**src/rtl/bus_pkg.sv**
```systemverilog
// Constants and helpers shared by the bus master and slave_receiver:
// the word width and the six-word cyclic test pattern.
package bus_pkg;

  localparam int          DW_DEFAULT = 24;
  localparam logic [23:0] PAT_BASE   = 24'h001122;
  localparam logic [23:0] PAT_STEP   = 24'h111111;
  localparam int          NUM_PAT    = 6;

  typedef struct packed {
    logic       hit;
    logic [2:0] idx;
  } pat_lookup_t;

  function automatic logic [23:0] pat_word(input logic [2:0] idx);
    return PAT_BASE + (24'(idx) * PAT_STEP);
  endfunction

  function automatic logic [2:0] pat_next(input logic [2:0] idx);
    return (idx == 3'(NUM_PAT - 1)) ? 3'd0 : idx + 3'd1;
  endfunction

  // Reverse lookup used to resynchronise the checker after a mismatch.
  function automatic pat_lookup_t pat_find(input logic [23:0] word);
    pat_lookup_t res;
    res.hit = 1'b0;
    res.idx = 3'd0;
    for (int k = 0; k < NUM_PAT; k++) begin
      if (word == pat_word(3'(k))) begin
        res.hit = 1'b1;
        res.idx = 3'(k);
      end
    end
    return res;
  endfunction

endpackage

```
**src/rtl/sync_fifo.sv**
```systemverilog
// Single-clock first-word-fall-through FIFO with an explicit occupancy count.
// Push while full and pop while empty are ignored.
module sync_fifo #(
  parameter int DW    = 24,
  parameter int DEPTH = 4
) (
  input  logic                         clk,
  input  logic                         rst,
  input  logic                         push,
  input  logic                         pop,
  input  logic [DW-1:0]                wr_data,
  output logic [DW-1:0]                rd_data,
  output logic                         full,
  output logic                         empty,
  output logic [$clog2(DEPTH+1)-1:0]   count
);

  localparam int AW = $clog2(DEPTH);
  localparam int CW = $clog2(DEPTH + 1);

  logic [DW-1:0] mem_q [DEPTH];
  logic [AW-1:0] wr_ptr_q, wr_ptr_d;
  logic [AW-1:0] rd_ptr_q, rd_ptr_d;
  logic [CW-1:0] count_q, count_d;
  logic          do_push, do_pop;

  assign full    = (count_q == CW'(DEPTH));
  assign empty   = (count_q == '0);
  assign count   = count_q;
  assign rd_data = mem_q[rd_ptr_q];

  always_comb begin
    do_push  = push && !full;
    do_pop   = pop && !empty;
    wr_ptr_d = wr_ptr_q;
    rd_ptr_d = rd_ptr_q;
    count_d  = count_q;
    // DEPTH is a power of two, so pointer overflow is the mod-DEPTH wrap.
    if (do_push) wr_ptr_d = wr_ptr_q + AW'(1);
    if (do_pop)  rd_ptr_d = rd_ptr_q + AW'(1);
    case ({do_push, do_pop})
      2'b10:   count_d = count_q + CW'(1);
      2'b01:   count_d = count_q - CW'(1);
      default: count_d = count_q;
    endcase
  end

  always_ff @(posedge clk) begin
    if (rst) begin
      wr_ptr_q <= '0;
      rd_ptr_q <= '0;
      count_q  <= '0;
    end else begin
      wr_ptr_q <= wr_ptr_d;
      rd_ptr_q <= rd_ptr_d;
      count_q  <= count_d;
    end
  end

  // Storage carries no reset; empty/count decide whether a slot is meaningful.
  always_ff @(posedge clk) begin
    if (!rst && do_push) mem_q[wr_ptr_q] <= wr_data;
  end

endmodule

```
**src/rtl/slave_receiver.sv**
```systemverilog
// Receiving end of the 24-bit word bus: buffers accepted words in a FIFO and
// checks each one against the master's six-word cyclic pattern.
module slave_receiver
  import bus_pkg::*;
#(
  parameter int DW    = DW_DEFAULT,
  parameter int DEPTH = 4
) (
  input  logic          clk,
  input  logic          RST,
  input  logic          slave_en,
  input  logic          master_valid,
  output logic          bus_ready,
  input  logic [DW-1:0] master_data,
  output logic          out_valid,
  input  logic          out_ready,
  output logic [DW-1:0] out_data,
  output logic          seq_err,
  output logic [7:0]    err_cnt,
  output logic [15:0]   word_cnt
);

  localparam int CW = $clog2(DEPTH + 1);

  // Handshake: a transfer happens on a rising edge where valid && ready are
  // both 1. valid never waits on ready, and ready is never derived from valid.

  logic          accept, pop;
  logic          fifo_full, fifo_empty;
  logic [CW-1:0] fifo_count;
  logic          unused_fifo_count;
  logic [23:0]   word24;
  pat_lookup_t   lookup;

  logic [2:0]  exp_idx_q, exp_idx_d;
  logic        seq_err_q, seq_err_d;
  logic [7:0]  err_cnt_q, err_cnt_d;
  logic [15:0] word_cnt_q, word_cnt_d;

  assign bus_ready = slave_en && !fifo_full && !RST;
  assign accept    = master_valid && bus_ready;
  assign out_valid = !fifo_empty;
  assign pop       = out_valid && out_ready;

  assign seq_err  = seq_err_q;
  assign err_cnt  = err_cnt_q;
  assign word_cnt = word_cnt_q;

  assign unused_fifo_count = ^fifo_count;
  assign word24            = 24'(master_data);

  sync_fifo #(
    .DW    (DW),
    .DEPTH (DEPTH)
  ) u_fifo (
    .clk     (clk),
    .rst     (RST),
    .push    (accept),
    .pop     (pop),
    .wr_data (master_data),
    .rd_data (out_data),
    .full    (fifo_full),
    .empty   (fifo_empty),
    .count   (fifo_count)
  );

  always_comb begin
    exp_idx_d  = exp_idx_q;
    seq_err_d  = 1'b0;
    err_cnt_d  = err_cnt_q;
    word_cnt_d = word_cnt_q;
    lookup     = pat_find(word24);
    if (accept) begin
      word_cnt_d = word_cnt_q + 16'd1;
      if (word24 == pat_word(exp_idx_q)) begin
        exp_idx_d = pat_next(exp_idx_q);
      end else begin
        seq_err_d = 1'b1;
        if (err_cnt_q != 8'hFF) err_cnt_d = err_cnt_q + 8'd1;
        // Lock onto whatever pattern word was seen, or restart the cycle.
        exp_idx_d = lookup.hit ? pat_next(lookup.idx) : 3'd0;
      end
    end
  end

  always_ff @(posedge clk) begin
    if (RST) begin
      exp_idx_q  <= 3'd0;
      seq_err_q  <= 1'b0;
      err_cnt_q  <= 8'd0;
      word_cnt_q <= 16'd0;
    end else begin
      exp_idx_q  <= exp_idx_d;
      seq_err_q  <= seq_err_d;
      err_cnt_q  <= err_cnt_d;
      word_cnt_q <= word_cnt_d;
    end
  end

endmodule
```
**config.mk**
```make
export PLATFORM = sky130hd
export DESIGN_NAME = slave_receiver
export DESIGN_NICKNAME = d
export VERILOG_FILES = /design/src/rtl/bus_pkg.sv /design/src/rtl/sync_fifo.sv /design/src/rtl/slave_receiver.sv
export SDC_FILE = /design/constraint.sdc
export NUM_CORES = 1
export LEC_CHECK = 0
export CORE_ASPECT_RATIO = 0.75
export CORE_MARGIN = 3
export CORE_UTILIZATION = 61
export CTS_BUF_LIST = sky130_fd_sc_hd__clkbuf_2 sky130_fd_sc_hd__clkbuf_4 sky130_fd_sc_hd__clkbuf_8
export CTS_CLUSTER_SIZE = 28
export DETAILED_ROUTE_END_ITERATION = 12
export GPL_TIMING_DRIVEN = 0
export PLACE_DENSITY = 0.91
export SETUP_SLACK_MARGIN = 0.02
export SYNTH_ARGS = -nofsm -noshare
export SYNTH_HDL_FRONTEND = slang
export SYNTH_SLANG_ARGS = --single-unit
```
**constraint.sdc**
```tcl
create_clock -name clk -period 3.8 [get_ports clk]
set_clock_uncertainty 0.1 [all_clocks]
set_input_delay 0.38 -clock clk [delete_from_list [all_inputs] [get_ports clk]]
set_output_delay 0.38 -clock clk [all_outputs]
set_load 0.01 [all_outputs]
```
==> reports/qor.yml <==
status:
  outcome: "finished, final reports clean"
floorplan:
  core_area_um2: 8780
  rows: 29
  start_util_pct: 64.8
  pin_count: 80
  dieArea_um2: 10500
  fp.dieW_um: 118
  dieHeight_um: 89.7
final_layout:
  synthToLayoutAreaGrowth_pct: 23.2
  n_antenna_cell: 0
  n_fill_cell: 525
  drive_gt1_share_pct: 13.7
  finalNetCount: 531
routing:
  finalWirelength_um: 12600
  wl_per_cell_um: 20.2
  drt_pre_antenna_iters: 4
  drt-initial-drc-count: 405
  ant_nets: 0
  route.detailed.drc: 0
  routed-via-count: 3840
  avgViaCountPerCell: 6.13
run:
  drv_cap: 0
logic_synthesis:
  yosys.area.top_type: "edfxtp_1"
  yosysMostFrequentCell: "edfxtp_1"
  ys_warn_count: 0
  ys_seq_area_share_pct: 63.6
  ys_types: 56
  ys_seq_elements: 133
  yosys.area.top_type_share_pct: 50.6
  netlist_instances: 391
  synth_fp_nets: 433
  synthTopCellsByArea: "edfxtp_1 51%, dfxtp_1 13%, mux4_2 9.5%, ha_1 2.6%, nor2_1 2.6%"
  syn_avg_cell_area_um2: 14.6
  synth_edf_count: 96
  syn-cell-area_um2: 5690
  synth_async_sr_flop_share_pct: 0
  synthFlopType: "edfxtp_1"
  synth_common_cells: "96 x edfxtp_1, 39 x nor2_1, 37 x dfxtp_1"
worst_setup_path:
  cp_top_family: "buffers and inverters"
  startpoint_type: "flip-flop"
  path_max_fanout: 10
  endpoint: "out_data[6]"
  crit_arrival_ns: 2.60
  rr_startpoint: "u_fifo.count[0]$_SDFFE_PP0P_"
  slowest_delay_ns: 0.58
  cp_slowest_cell: "mux4_2"
  reg2reg_to: "u_fifo.mem_q[3][9]$_DFFE_PP_"
  cp-end-kind: "output pin"
  cp.required_ns: 3.32
  worstSetupPathType: "reg2out"
  rrSetupSlack_ns: 0.79
  crit_chain: "clkbuf_1, buf_2, mux4_2, clkdlybuf4s50_1"
  rr_worst_depth: 4
  cp.buffers_inverters: 3
  cp.depth: 4
timing:
  final-hold-violation-count: 0
  rsz0062_at_grt: "no"
  fin_tns_setup_ns: 0
  drv_slew: 0
  hold_ws_ns: 0.408
  relSlewSlack_pct: 9.26
  tightest_slew_ns: 1.36
  max_clock_freq_ghz: 0.324
  period_needed_ns: 3.08
  setup_violations: 0
  layout_worst_path_cycle_share_pct: 81.2
pwr:
  combPwrFrac_pct: 18.6
  p_per_area_nw_per_um2: 478
  internal_power_mw: 2.53
  vdd_drop_max_uv: 384
  netSwitchingFraction_pct: 24.6
  pwr-share-seq_pct: 48.2
  p_clk_share_pct: 33.1
  p_sw_mw: 0.825
  p_leak_nw: 2.36
clock_network:
  clock_latency_ns: 0.43
  cts_tree: "done"
  post_cts_buffers: 0
  clk_pin_slew_worst_paths_ns: 0.07
  numCtsBuffers: 17
  hold_buffers: 0
  cts_resized: 0
  root_buffer: "clkbuf_8"
  cts_buffer_depth: 2
  htreeDepth: 4
  clock-sinks: 133
global_routing:
  overflow: 0
  grtUsageTotal_pct: 25.6
  grt_max_degree: 25
  antenna_found_initial: 0
  grt_pass1_vias: 3889
  grt_pass1_wl_um: 20300
placed_design:
  hpwl_um: 8550
  place.gp.congestion: 0.909
  portBuffers: 79
worst_hold_path:
  hold_path_class: "reg2reg"
## metrics by stage
step | total power [mW] | utilization (%) | cells | setup WS [ns] | cell area [um^2]
3_5_place_dp | 2.27 | 75.6 | 594 | 0.284 | 6640
3_3_place_gp | 2.25 | 75.6 | 594 | 0.368 | 6640
2_1_floorplan | 2.00 | - | 391 | 1.45 | 5690
4_1_cts | 3.37 | 79.9 | 626 | 0.652 | 7010
6_report | 3.35 | 79.9 | 626 | 0.715 | 7010
5_1_grt | 3.50 | 79.9 | 626 | 0.469 | 7010
## worst register-to-register path: cells and delay by family (launching register included)
kind / cells / cell delay [ns]
DFF: 1 / 0.39
buffers and inverters: 1 / 0.41
AOI/OAI and AO/OA: 1 / 0.48
and+or+nand+nor: 2 / 1.22
## metal layers
metal	wire length, um	share of wire, %	up-vias	track usage, %
li1	-	-	1712	-
met1	5410	43	1943	33.1
met2	6230	49	160	43.2
met3	788	6.2	25	7.26
met4	191	1.5	0	8.19
met5	0	0	-	0
## cell families (layout without fill, tap and decap cells)
logic type               after synthesis  in the layout  share of synthesized area (%)
AND/OR/NAND/NOR                      132            132                           12.7
adder cells (fa/ha/maj)               13             13                           2.99
multiplexers                          31             31                           10.7
flip-flops                           133            133                           63.6
buffers and inverters                 22            133                           1.52
XOR/XNOR                              18             18                           2.77
AO/OA/AOI/OAI                         42             42                           5.65
## sequential cells by signal (all words and copies together), names as in the netlist, named ones only
name	count
u_fifo.wr_ptr_q	2
exp_idx_q	3
err_cnt	8
word_cnt	16
u_fifo.mem_q	96
seq_err	1
u_fifo.count	3
u_fifo.rd_ptr_q	2
## power groups by stage
| stage | Clock (mW) | Combinational, mW | Sequential [mW] |
|---|---|---|---|
| floorplan | 0 | 0.353 | 1.64 |
| global placement | 0 | 0.608 | 1.64 |
| detailed placement | 0 | 0.623 | 1.65 |
| CTS | 1.12 | 0.630 | 1.62 |
| global route | 1.20 | 0.675 | 1.62 |
| finish | 1.11 | 0.625 | 1.62 |
## worst min-delay path by stage
stage,cells after the start,endpoint,slack [ns],from
floorplan,2,u_fifo.wr_ptr_q[1]$_SDFFE_PP0P_,0.37,u_fifo.wr_ptr_q[1]$_SDFFE_PP0P_
global placement,1,err_cnt[5]$_SDFFE_PP0P_,0.37,err_cnt[5]$_SDFFE_PP0P_
detailed placement,1,err_cnt[5]$_SDFFE_PP0P_,0.39,err_cnt[5]$_SDFFE_PP0P_
CTS,1,err_cnt[5]$_SDFFE_PP0P_,0.40,err_cnt[5]$_SDFFE_PP0P_
global route,1,err_cnt[5]$_SDFFE_PP0P_,0.43,err_cnt[5]$_SDFFE_PP0P_
finish,1,err_cnt[5]$_SDFFE_PP0P_,0.41,err_cnt[5]$_SDFFE_PP0P_
## area by class of cell
type	count	area [um^2]	area share [%]
clock inverters	12	111	1.59
repair buffers	79	791	11.3
inverters	10	37.5	0.535
well taps	124	155	2.21
clock buffers	20	263	3.75
plain buffers	12	48.8	0.696
flip-flops and latches	133	3620	51.7
multi-input cells	236	1980	28.3
## cell usage in the layout (no fill, tap or decap), types with 11 or more instances in the layout
cell type        count
edfxtp_1            96
nor2_1              39
clkdlybuf4s50_1     79
clkbuf_8            18
xor2_1              12
nand4_1             11
ha_1                12
nand2_1             20
mux4_2              24
dfxtp_1             37
No activity file was read; power rests on OpenSTA's default activity.
